<file path="config.mk">
export PLATFORM = sky130hd
export DESIGN_NAME = axil_register_responder_flat
export DESIGN_NICKNAME = d
export VERILOG_FILES = /design/src/rtl/axil_register_responder_if.sv /design/src/rtl/axil_register_responder.sv /design/src/flat_wrapper.sv
export SDC_FILE = /design/constraint.sdc
export NUM_CORES = 1
export LEC_CHECK = 0
export ABC_AREA = 1
export BUFFER_PORTS_ARGS = -buffer_cell sky130_fd_sc_hd__buf_2
export CAP_MARGIN = 40
export CORE_AREA = 8 8 253 255
export DETAILED_ROUTE_END_ITERATION = 7
export DIE_AREA = 0 0 261 263
export PLACE_DENSITY_LB_ADDON = 0.15
export RECOVER_POWER = 50
export SLEW_MARGIN = 15
export SYNTH_ARGS = -nofsm -noshare
export SYNTH_HDL_FRONTEND = slang
export SYNTH_SLANG_ARGS = --single-unit
export TNS_END_PERCENT = 1
</file>
<file path="constraint.sdc">
create_clock -name clock -period 3 [get_ports clock]
set_clock_uncertainty 0.1 [all_clocks]
set_input_delay 0.3 -clock clock [delete_from_list [all_inputs] [get_ports clock]]
set_output_delay 0.3 -clock clock [all_outputs]
set_load 0.1 [all_outputs]
</file>
<file path="src/rtl/axil_register_responder_if.sv">
`default_nettype none
// ============================================================================
//  Module   : axi_lite
//  Brief    : AXI4-Lite bus bundle with master and slave views.
//  Revision : 1.0 - initial release
// ============================================================================
interface axi_lite #(
    parameter int DATA_WIDTH = 32,
    parameter int ADDR_WIDTH = 32
) ();
    logic [ADDR_WIDTH-1:0]   awaddr;
    logic [2:0]              awprot;
    logic                    awvalid;
    logic                    awready;
    logic [DATA_WIDTH-1:0]   wdata;
    logic [DATA_WIDTH/8-1:0] wstrb;
    logic                    wvalid;
    logic                    wready;
    logic [1:0]              bresp;
    logic                    bvalid;
    logic                    bready;
    logic [ADDR_WIDTH-1:0]   araddr;
    logic [2:0]              arprot;
    logic                    arvalid;
    logic                    arready;
    logic [DATA_WIDTH-1:0]   rdata;
    logic [1:0]              rresp;
    logic                    rvalid;
    logic                    rready;

    modport slave (
        input  awaddr, awprot, awvalid, wdata, wstrb, wvalid, bready,
        input  araddr, arprot, arvalid, rready,
        output awready, wready, bresp, bvalid, arready, rdata, rresp, rvalid
    );

    modport master (
        output awaddr, awprot, awvalid, wdata, wstrb, wvalid, bready,
        output araddr, arprot, arvalid, rready,
        input  awready, wready, bresp, bvalid, arready, rdata, rresp, rvalid
    );
endinterface
`default_nettype wire

</file>
<file path="src/rtl/axil_register_responder.sv">
`default_nettype none
// ============================================================================
//  Module   : axil_register_responder
//  Brief    : AXI-Lite slave exposing a bank of 32-bit RW control and RO
//             status registers, with a per-register write pulse.
//  Revision : 1.0 - initial release
// ============================================================================
module axil_register_responder #(
    parameter int                     N_REGISTERS  = 8,
    parameter logic [31:0]            BASE_ADDRESS = 32'h0,
    parameter logic [N_REGISTERS-1:0] RO_MASK      = '0
) (
    input  logic                          clock,
    input  logic                          reset,
    axi_lite.slave                        axil,
    input  logic [N_REGISTERS-1:0][31:0]  input_registers,
    output logic [N_REGISTERS-1:0][31:0]  output_registers,
    output logic [N_REGISTERS-1:0]        register_write_pulse
);

    localparam logic [1:0] c_resp_okay   = 2'b00;
    localparam logic [1:0] c_resp_slverr = 2'b10;

    typedef enum logic [1:0] {
        WR_IDLE    = 2'd0,
        WR_HAVE_AW = 2'd1,
        WR_HAVE_W  = 2'd2,
        WR_RESP    = 2'd3
    } wr_state_t;

    typedef enum logic [0:0] {
        RD_IDLE = 1'b0,
        RD_RESP = 1'b1
    } rd_state_t;

    function automatic logic f_in_range(input logic [31:0] addr);
        logic [31:0] offset;
        offset = addr - BASE_ADDRESS;
        return (addr >= BASE_ADDRESS) && ((offset >> 2) < 32'(N_REGISTERS));
    endfunction

    function automatic logic [29:0] f_index(input logic [31:0] addr);
        return 30'((addr - BASE_ADDRESS) >> 2);
    endfunction

    // Readies stay low until the first edge after reset release.
    logic                         r_ready_en;

    wr_state_t                    r_wr_state;
    wr_state_t                    w_wr_state_next;
    rd_state_t                    r_rd_state;
    rd_state_t                    w_rd_state_next;

    logic                         w_awready;
    logic                         w_wready;
    logic                         w_arready;
    logic                         w_aw_hs;
    logic                         w_w_hs;
    logic                         w_ar_hs;
    logic                         w_commit;

    logic [31:0]                  r_aw_addr;
    logic [31:0]                  r_wdata;
    logic [3:0]                   r_wstrb;
    logic [31:0]                  w_commit_addr;
    logic [31:0]                  w_commit_data;
    logic [3:0]                   w_commit_strb;
    logic                         w_commit_in_range;
    logic [29:0]                  w_commit_idx;
    logic [N_REGISTERS-1:0]       w_commit_sel;

    logic [N_REGISTERS-1:0][31:0] r_regs;
    logic [N_REGISTERS-1:0][31:0] w_read_word;
    logic [N_REGISTERS-1:0]       r_pulse;
    logic [1:0]                   r_bresp;

    logic [31:0]                  w_rd_data;
    logic [1:0]                   w_rd_resp;
    logic [31:0]                  r_rdata;
    logic [1:0]                   r_rresp;

    logic                         w_unused;
    assign w_unused = ^{axil.awprot, axil.arprot};

    always_ff @(posedge clock or negedge reset) begin
        if (!reset) begin
            r_ready_en <= 1'b0;
        end else begin
            r_ready_en <= 1'b1;
        end
    end

    // ------------------------------------------------------------------
    // Write channel
    // ------------------------------------------------------------------
    assign w_awready = r_ready_en && (r_wr_state == WR_IDLE || r_wr_state == WR_HAVE_W);
    assign w_wready  = r_ready_en && (r_wr_state == WR_IDLE || r_wr_state == WR_HAVE_AW);
    assign w_aw_hs   = axil.awvalid && w_awready;
    assign w_w_hs    = axil.wvalid && w_wready;

    always_ff @(posedge clock or negedge reset) begin
        if (!reset) begin
            r_wr_state <= WR_IDLE;
        end else begin
            r_wr_state <= w_wr_state_next;
        end
    end

    always_comb begin
        w_wr_state_next = r_wr_state;
        w_commit        = 1'b0;
        case (r_wr_state)
            WR_IDLE: begin
                if (w_aw_hs && w_w_hs) begin
                    w_commit        = 1'b1;
                    w_wr_state_next = WR_RESP;
                end else if (w_aw_hs) begin
                    w_wr_state_next = WR_HAVE_AW;
                end else if (w_w_hs) begin
                    w_wr_state_next = WR_HAVE_W;
                end
            end
            WR_HAVE_AW: begin
                if (w_w_hs) begin
                    w_commit        = 1'b1;
                    w_wr_state_next = WR_RESP;
                end
            end
            WR_HAVE_W: begin
                if (w_aw_hs) begin
                    w_commit        = 1'b1;
                    w_wr_state_next = WR_RESP;
                end
            end
            WR_RESP: begin
                if (axil.bready) begin
                    w_wr_state_next = WR_IDLE;
                end
            end
            default: w_wr_state_next = WR_IDLE;
        endcase
    end

    // The commit uses whichever half arrived earlier from the capture
    // registers and the half arriving now straight from the bus.
    assign w_commit_addr     = (r_wr_state == WR_HAVE_AW) ? r_aw_addr : axil.awaddr;
    assign w_commit_data     = (r_wr_state == WR_HAVE_W)  ? r_wdata   : axil.wdata;
    assign w_commit_strb     = (r_wr_state == WR_HAVE_W)  ? r_wstrb   : axil.wstrb;
    assign w_commit_in_range = f_in_range(w_commit_addr);
    assign w_commit_idx      = f_index(w_commit_addr);

    always_comb begin
        w_commit_sel = '0;
        for (int i = 0; i < N_REGISTERS; i++) begin
            if (w_commit && w_commit_in_range && !RO_MASK[i] && (w_commit_idx == 30'(i))) begin
                w_commit_sel[i] = 1'b1;
            end
        end
    end

    always_ff @(posedge clock or negedge reset) begin
        if (!reset) begin
            r_aw_addr <= '0;
            r_wdata   <= '0;
            r_wstrb   <= '0;
            r_bresp   <= c_resp_okay;
        end else begin
            if (w_aw_hs) begin
                r_aw_addr <= axil.awaddr;
            end
            if (w_w_hs) begin
                r_wdata <= axil.wdata;
                r_wstrb <= axil.wstrb;
            end
            if (w_commit) begin
                r_bresp <= (|w_commit_sel) ? c_resp_okay : c_resp_slverr;
            end
        end
    end

    // Register bank; the pulse fires on any accepted commit, even with no strobes.
    always_ff @(posedge clock or negedge reset) begin
        if (!reset) begin
            r_regs  <= '0;
            r_pulse <= '0;
        end else begin
            r_pulse <= w_commit_sel;
            for (int i = 0; i < N_REGISTERS; i++) begin
                for (int k = 0; k < 4; k++) begin
                    if (w_commit_sel[i] && w_commit_strb[k]) begin
                        r_regs[i][8*k +: 8] <= w_commit_data[8*k +: 8];
                    end
                end
            end
        end
    end

    for (genvar gi = 0; gi < N_REGISTERS; gi++) begin : g_map
        assign output_registers[gi] = RO_MASK[gi] ? 32'd0 : r_regs[gi];
        assign w_read_word[gi]      = RO_MASK[gi] ? input_registers[gi] : r_regs[gi];
    end

    assign register_write_pulse = r_pulse;
    assign axil.awready         = w_awready;
    assign axil.wready          = w_wready;
    assign axil.bvalid          = (r_wr_state == WR_RESP);
    assign axil.bresp           = r_bresp;

    // ------------------------------------------------------------------
    // Read channel
    // ------------------------------------------------------------------
    assign w_arready = r_ready_en && (r_rd_state == RD_IDLE);
    assign w_ar_hs   = axil.arvalid && w_arready;

    always_ff @(posedge clock or negedge reset) begin
        if (!reset) begin
            r_rd_state <= RD_IDLE;
        end else begin
            r_rd_state <= w_rd_state_next;
        end
    end

    always_comb begin
        w_rd_state_next = r_rd_state;
        case (r_rd_state)
            RD_IDLE: begin
                if (w_ar_hs) begin
                    w_rd_state_next = RD_RESP;
                end
            end
            RD_RESP: begin
                if (axil.rready) begin
                    w_rd_state_next = RD_IDLE;
                end
            end
            default: w_rd_state_next = RD_IDLE;
        endcase
    end

    always_comb begin
        w_rd_data = '0;
        w_rd_resp = c_resp_slverr;
        if (f_in_range(axil.araddr)) begin
            w_rd_resp = c_resp_okay;
            for (int i = 0; i < N_REGISTERS; i++) begin
                if (f_index(axil.araddr) == 30'(i)) begin
                    w_rd_data = w_read_word[i];
                end
            end
        end
    end

    // Sampled on the handshake edge, so a same-edge write is not yet visible.
    always_ff @(posedge clock or negedge reset) begin
        if (!reset) begin
            r_rdata <= '0;
            r_rresp <= c_resp_okay;
        end else if (w_ar_hs) begin
            r_rdata <= w_rd_data;
            r_rresp <= w_rd_resp;
        end
    end

    assign axil.arready = w_arready;
    assign axil.rvalid  = (r_rd_state == RD_RESP);
    assign axil.rdata   = r_rdata;
    assign axil.rresp   = r_rresp;

endmodule
`default_nettype wire

</file>
<file path="src/flat_wrapper.sv">
// flat-port wrapper written by rule: the top's interface ports become plain ports
module axil_register_responder_flat 
#(
    parameter int                     N_REGISTERS  = 8,
    parameter logic [31:0]            BASE_ADDRESS = 32'h0,
    parameter logic [N_REGISTERS-1:0] RO_MASK      = '0
)
  (clock, reset, input_registers, output_registers, register_write_pulse, axil_awaddr, axil_awprot, axil_awvalid, axil_wdata, axil_wstrb, axil_wvalid, axil_bready, axil_araddr, axil_arprot, axil_arvalid, axil_rready, axil_awready, axil_wready, axil_bresp, axil_bvalid, axil_arready, axil_rdata, axil_rresp, axil_rvalid);
  axi_lite #(.DATA_WIDTH(32), .ADDR_WIDTH(32)) axil_i ();
  input  logic clock;
  input  logic reset;
  input  logic [N_REGISTERS-1:0][31:0] input_registers;
  output logic [N_REGISTERS-1:0][31:0] output_registers;
  output logic [N_REGISTERS-1:0] register_write_pulse;
  input wire logic [$bits(axil_i.awaddr)-1:0] axil_awaddr;
  input wire logic [$bits(axil_i.awprot)-1:0] axil_awprot;
  input wire logic [$bits(axil_i.awvalid)-1:0] axil_awvalid;
  input wire logic [$bits(axil_i.wdata)-1:0] axil_wdata;
  input wire logic [$bits(axil_i.wstrb)-1:0] axil_wstrb;
  input wire logic [$bits(axil_i.wvalid)-1:0] axil_wvalid;
  input wire logic [$bits(axil_i.bready)-1:0] axil_bready;
  input wire logic [$bits(axil_i.araddr)-1:0] axil_araddr;
  input wire logic [$bits(axil_i.arprot)-1:0] axil_arprot;
  input wire logic [$bits(axil_i.arvalid)-1:0] axil_arvalid;
  input wire logic [$bits(axil_i.rready)-1:0] axil_rready;
  output wire logic [$bits(axil_i.awready)-1:0] axil_awready;
  output wire logic [$bits(axil_i.wready)-1:0] axil_wready;
  output wire logic [$bits(axil_i.bresp)-1:0] axil_bresp;
  output wire logic [$bits(axil_i.bvalid)-1:0] axil_bvalid;
  output wire logic [$bits(axil_i.arready)-1:0] axil_arready;
  output wire logic [$bits(axil_i.rdata)-1:0] axil_rdata;
  output wire logic [$bits(axil_i.rresp)-1:0] axil_rresp;
  output wire logic [$bits(axil_i.rvalid)-1:0] axil_rvalid;
  assign axil_i.awaddr = axil_awaddr;
  assign axil_i.awprot = axil_awprot;
  assign axil_i.awvalid = axil_awvalid;
  assign axil_i.wdata = axil_wdata;
  assign axil_i.wstrb = axil_wstrb;
  assign axil_i.wvalid = axil_wvalid;
  assign axil_i.bready = axil_bready;
  assign axil_i.araddr = axil_araddr;
  assign axil_i.arprot = axil_arprot;
  assign axil_i.arvalid = axil_arvalid;
  assign axil_i.rready = axil_rready;
  assign axil_awready = axil_i.awready;
  assign axil_wready = axil_i.wready;
  assign axil_bresp = axil_i.bresp;
  assign axil_bvalid = axil_i.bvalid;
  assign axil_arready = axil_i.arready;
  assign axil_rdata = axil_i.rdata;
  assign axil_rresp = axil_i.rresp;
  assign axil_rvalid = axil_i.rvalid;
  axil_register_responder #(.N_REGISTERS(N_REGISTERS), .BASE_ADDRESS(BASE_ADDRESS), .RO_MASK(RO_MASK)) u_core (.clock(clock), .reset(reset), .axil(axil_i), .input_registers(input_registers), .output_registers(output_registers), .register_write_pulse(register_write_pulse));
endmodule
</file>
Yosys cells after proc, flatten, opt, wreduce, memory -nomap -nowiden
Cells that the tools add are included.
{"block": "totals", "ff_bits": 372, "inputBits": 369, "out_inout_bits": 305}
{"block": "op_classes", "n_lt_le_gt_ge": 4, "eq_ne": 21, "mux": 36, "n_bitwise": 1, "n_reduce_logical": 57}
{"op": "two-way mux 32 bit", "n": 11}
{"op": "== test 30 x 3 -> 1 bit (second input constant)", "n": 8}
{"op": "== test 30 x 2 -> 1 bit (second input constant)", "n": 4}
{"op": ">= comparator 32 x 1 -> 1 bit (second input constant)", "n": 2}
{"op": "== test 30 x 1 -> 1 bit (second input constant)", "n": 2}
{"op": "zero test 30 bit", "n": 2}
{"op": "< comparator 30 x 4 -> 1 bit (second input constant)", "n": 2}
{"op": "logical AND 1 bit", "n": 50}
{"op": "two-way mux 2 bit", "n": 8}
{"op": "two-way mux 1 bit", "n": 13}
{"op": "one-hot mux 2 bit (4 select lines)", "n": 1}
{"op": "OR reduction 8 bit", "n": 1}
{"op": "== test 2 bit (second input constant)", "n": 2}
{"op": "two-way mux 4 bit", "n": 1}
{"op": "!= test 2 x 1 -> 1 bit (second input constant)", "n": 2}
{"op": "!= test 4 x 2 -> 1 bit (second input constant)", "n": 1}
{"op": "AND reduction 4 bit", "n": 1}
{"op": "one-hot mux 1 bit (3 select lines)", "n": 1}
{"op": "== test 2 x 1 -> 1 bit (second input constant)", "n": 1}
{"op": "zero test 2 bit", "n": 1}
{"op": "logical OR 1 bit", "n": 2}
{"op": "!= test 2 bit (second input constant)", "n": 1}
{"op": "one-hot mux 1 bit (2 select lines)", "n": 1}
{"op": "inverter 1 bit", "n": 1}

Depth between registers and ports, before layout
{"block": "depth", "depth_word": 12, "ltp_mapped": 16}

Worst setup path after synthesis
Ideal clock, no wire load.
{"block": "synth_path", "path_type": "reg-to-reg", "start": "register u_core.r_wr_state[0]", "end": "register u_core.r_regs, in the netlist u_core.output_registers[56]", "t_arrival_ns": 3.665, "required_time_ns": 2.778, "setup_slack_ns": -0.887, "stages_incl_launch_ff": 15, "synth_period_minus_slack_ns": 3.887, "cell_sequence": "dfrtp_1 > inv_1 > ha_1 > nor2_1 > nor2_1 > nand2_1 > inv_2 > nand2_1 > a21oi_1 > nor2b_2 > buf_6 > buf_12 > nand3_4 > nand2_1 > nand2_1"}
{"block": "synth_between", "elab_chain_cells": 11, "word_cells_on_any_way": 25, "cone_classes": "2 x order compare; 3 x eq/ne; 8 x mux; 12 x reduce/logical"}
{"item": "start, declared", "line_no": "axil_register_responder.sv:49", "source": "wr_state_t r_wr_state;"}
{"item": "start signal, assigned", "line_no": "axil_register_responder.sv:105", "source": "r_wr_state <= w_wr_state_next;"}
{"item": "== test 2 x 1 -> 1 bit / zero test 2 bit (equally long branches)", "line_no": "axil_register_responder.sv:97", "source": "assign w_wready = r_ready_en && (r_wr_state == WR_IDLE || r_wr_state == WR_HAVE_AW);"}
{"item": "logical OR 1 bit *", "line_no": "axil_register_responder.sv:97"}
{"item": "logical AND 1 bit *", "line_no": "axil_register_responder.sv:97"}
{"item": "via axil_wready", "line_no": "flat_wrapper.sv:27", "source": "output wire logic [$bits(axil_i.wready)-1:0] axil_wready;"}
{"item": "logical AND 1 bit *", "line_no": "axil_register_responder.sv:99", "source": "assign w_w_hs = axil.wvalid && w_wready;"}
{"item": "logical AND 1 bit", "line_no": "axil_register_responder.sv:114", "source": "if (w_aw_hs && w_w_hs) begin"}
{"item": "two-way mux 1 bit", "line_no": "axil_register_responder.sv:114"}
{"item": "one-hot mux 1 bit (3 select lines) *", "line_no": "axil_register_responder.sv:112", "source": "case (r_wr_state)"}
{"item": "logical AND 1 bit * (2 in series)", "line_no": "axil_register_responder.sv:155", "source": "if (w_commit && w_commit_in_range && !RO_MASK[i] && (w_commit_idx == 30'(i))) begin"}
{"item": "two-way mux 1 bit *", "line_no": "axil_register_responder.sv:155"}
{"item": "logical AND 1 bit *", "line_no": "axil_register_responder.sv:190", "source": "if (w_commit_sel[i] && w_commit_strb[k]) begin"}
{"item": "end signal, assigned by index", "line_no": "axil_register_responder.sv:191", "source": "r_regs[i][8*k +: 8] <= w_commit_data[8*k +: 8];"}
{"item": "end, declared", "line_no": "axil_register_responder.sv:72", "source": "logic [N_REGISTERS-1:0][31:0] r_regs;"}
The timed path passes the listed nets; every way through them passes the cells marked *.
A chain may end at the register's enable or synchronous reset.

Final worst setup path
{"block": "layout_path", "start": "register u_core.r_wr_state[1]", "end": "register u_core.r_regs, in the netlist u_core.output_registers[66]"}
{"block": "layout_between", "elab_chain_cells": 11, "word_cells_on_any_way": 25, "cone_classes": "2 x order compare; 3 x eq/ne; 8 x mux; 12 x reduce/logical"}
{"item": "parallel branches: the longest is 11 deep, another holds >= comparator 32 x 1 -> 1 bit"}
Several ways; the timed one is not identified.

==> key figures <==
Run status
  – Outcome: finished, violations left
  – Violated checks: capacitance limit, slew limit

Routing
  – Post-route ant nets: 0
  – Wire per inst: 21.6 um
  – Drt pass-1 iters: 5
  – Via density per instance: 5.02
  – Routed wire length: 79.0 mm
  – DR vias: 18400
  – Initial DRC Count: 1665
  – Residual DRC count: 0

STA
  – Measured slew at the worst slew-check pin: 1580 ps
  – Fin. Hold Viols: 0
  – Tcrit/Tclk final: 95.4%
  – Final hold slack: 98.5 ps
  – Final min period: 2860 ps
  – Fmax: 349 MHz
  – Slew Viols, Final: 54
  – Post-Route Setup TNS: 0 ps
  – # setup viols final: 0
  – Max-slew headroom: -5.60%

Die
  – # IOs: 674
  – Total Die Area: 68600 um2
  – Num rows: 90
  – Die Y-Extent: 263 um
  – Die Wd: 261 um
  – CORE AREA: 59900 um2
  – Initial cell density of the core: 30.8%

Global routing
  – Largest net degree at the start of global routing: 84
  – Overall Global Routing Usage: 22.0%
  – Global route overflow: 0
  – First-pass GRT wire length: 115 mm
  – Vias in the first global route: 17300
  – Antenna violations before repair: 4

Power and ir drop
  – Cell area power density: 611 nW/um2
  – VDD IR max: 366 uV
  – Leakage dissipation: 13.2 nW

CTS
  – Clk_lat worst skew: 590 ps
  – CTS max path bufs: 3
  – Total CTS buffers: 45
  – Clk slew on worst S/H paths: 60 ps
  – TritonCTS clock tree: built
  – Htree depth: 2
  – Clk root buf: clkbuf_16
  – CTS Sinks: 368

Yosys
  – Asr flop ratio synth: 100%
  – Synthesized cell area: 18500 um2
  – Post-synthesis cell count: 2318
  – Yosys reg bits: 368
  – Synth cell types: 42
  – Avg Cell Area, Syn: 7.96 um2
  – Main synth FF type: dfrtp_1
  – Yosys warns: 0
  – Register area share after synthesis: 49.9%
  – Post-synth EDFFs: 0

Final layout
  – Ant diodes: 0
  – Final net count: 3229
  – Non-Filler Instances: 3668
  – Layout fillers: 6200
  – Area Growth Syn to Fin: 32.4%
  – Layout cells sized above 1: 20.3%
  – Fin util: 40.8%

Worst setup path
  – Max FO, Critical Path: 28
  – Critical Path AT: 3240 ps
  – Setup crit end kind: register
  – Worst endpoint required time: 3380 ps
  – Startpoint types: register
  – Worst Setup Path Type: register to register

Flow run
  – Max-capacitance violation count: 1

Placement
  – GPL Wtd Cong: 0.863
  – Hpwl dp: 59.5 mm
  – Port Buffer Count: 405
  – Placed insts: 3507

Worst hold path
  – Min-Delay Path Class: input port to register
[worst paths after layout]
| check | start | end | slack [ps] | cells after the start |
|---|---|---|---|---|
| max | u_core.r_wr_state[1] | u_core.output_registers[66] | 140 | 14 |
| min | axil_wvalid | u_core.r_wr_state[1] | 100 | 5 |
| max reg2reg | u_core.r_wr_state[1] | u_core.output_registers[66] | 140 | 14 |
| min reg2reg | u_core.r_aw_addr[3] | u_core.r_aw_addr[3] | 380 | 2 |
| max in group asynchronous | reset | u_core.register_write_pulse[7] | 520 | 3 |
| min in group asynchronous | reset | u_core.axil.rdata[22] | 530 | 2 |
[critical path, cell delays in order, from the launching register on]
cell and delay [ps]:
dfrtp_1 390, inv_1 90, ha_2 200, buf_6 160, nor4_2 300, nand4_1 180, nand2_4 160, nand4_1 170
nor2b_4 170, buf_12 130, buf_12 160, buf_12 200, nand3_4 160, nand2_1 100, nand2_1 50
[synth_stat cells, types with 6 or more instances]
library cell    n  area, um2
nand2_1       969       3640
dfrtp_1       368       9210
nand4_1       293       1830
inv_1         140        526
nand3_1       100        500
o21ai_0        82        410
clkbuf_1       75        282
nor2_1         54        203
buf_2          34        170
o21ai_1        32        160
a21oi_1        28        140
nor3_1         27        135
buf_6          23        259
nand3_4        20        350
or2_2          13       81.3
o21ai_2         7       61.3
inv_2           6       22.5
[final cells by class]
cell class,instances,area (um2),area share (%)
Clock buffer,63,1280,5.26
Sequential cell,368,9210,37.7
Multi-Input combinational cell,1662,8030,32.8
Clock inverter,14,199,0.814
Inverter,146,551,2.25
Tap cell,782,978,4.00
Timing Repair Buffer,633,4190,17.2
[metrics by stage]
step / cell area, um2 / power, mW / setup slack [ps]
2_1_floorplan: 18500 / 7.68 / 59.9
3_3_place_gp: 22100 / 9.14 / 78.7
3_5_place_dp: 22100 / 9.24 / -46.9
4_1_cts: 24300 / 15.0 / 2.27
5_1_grt: 24400 / 15.6 / -38.8
6_report: 24400 / 14.9 / 138
[timing repair]
action | CTS | global route
setup buffers | 0 | 10
gates cloned | 0 | 4
hold buffers | 68 | 0
pin swaps | 0 | 7
setup endpoints to repair | 8 | 229
resized for setup | 1 | 18
endpoints found under the hold margin | 125 | 0
[sequential cells by signal (all words and copies together) (netlist names)]
register,count
u_core.axil.bresp,1
u_core.r_wdata,32
u_core.register_write_pulse,8
u_core.r_wstrb,4
u_core.axil.rdata,32
u_core.r_ready_en,1
u_core.r_aw_addr,30
u_core.r_wr_state,2
u_core.axil.rvalid,1
u_core.axil.rresp,1
u_core.output_registers,256
[per-layer routing]
metal	part of all wire (%)	global-route usage [%]
met5	0.034	0
met4	2.1	4.97
met3	9.5	6.16
met2	40	29.5
met1	49	34.2
[layout by cell type, fill, tap and decap left out, types with 3 or more instances in the layout]
master | netlist | routed
nand4_1 | 293 | 293
clkbuf_16 | 0 | 50
conb_1 | 2 | 3
o21ai_0 | 82 | 82
nor2_1 | 54 | 50
clkbuf_1 | 75 | 137
o21ai_2 | 7 | 3
nand2_2 | 2 | 4
nor2_4 | 3 | 7
bufinv_16 | 0 | 4
inv_2 | 6 | 5
dfrtp_1 | 368 | 368
buf_12 | 2 | 26
nor3_1 | 27 | 23
nor3_2 | 0 | 4
o21ai_1 | 32 | 32
clkbuf_8 | 0 | 7
clkinv_2 | 0 | 8
or2_2 | 13 | 13
a21oi_1 | 28 | 27
nand3_1 | 100 | 99
nor2_8 | 4 | 4
inv_1 | 140 | 140
buf_6 | 23 | 4
dlygate4sd3_1 | 0 | 68
clkbuf_2 | 0 | 5
o21ai_4 | 0 | 4
buf_2 | 34 | 279
buf_4 | 4 | 117
nand3_4 | 20 | 21
nand2_1 | 969 | 966
[report_power, final]
group	internal [mW]	total (mW)	switching [mW]
sequential	5.40	5.62	0.220
combinational	1.07	3.74	2.67
clock	3.32	5.58	2.25
[cells by family after synthesis]
family                   Yosys count  synth area share [%]
multiplexers                       1                0.0610
adder cells (fa/ha/maj)            4                 0.271
AO/OA/AOI/OAI                    155                  4.49
AND/OR/NAND/NOR                 1499                  37.8
other                              2                0.0407
buffers and inverters            289                  7.42
flip-flops                       368                  49.9
(Power assumes the default switching activity.)
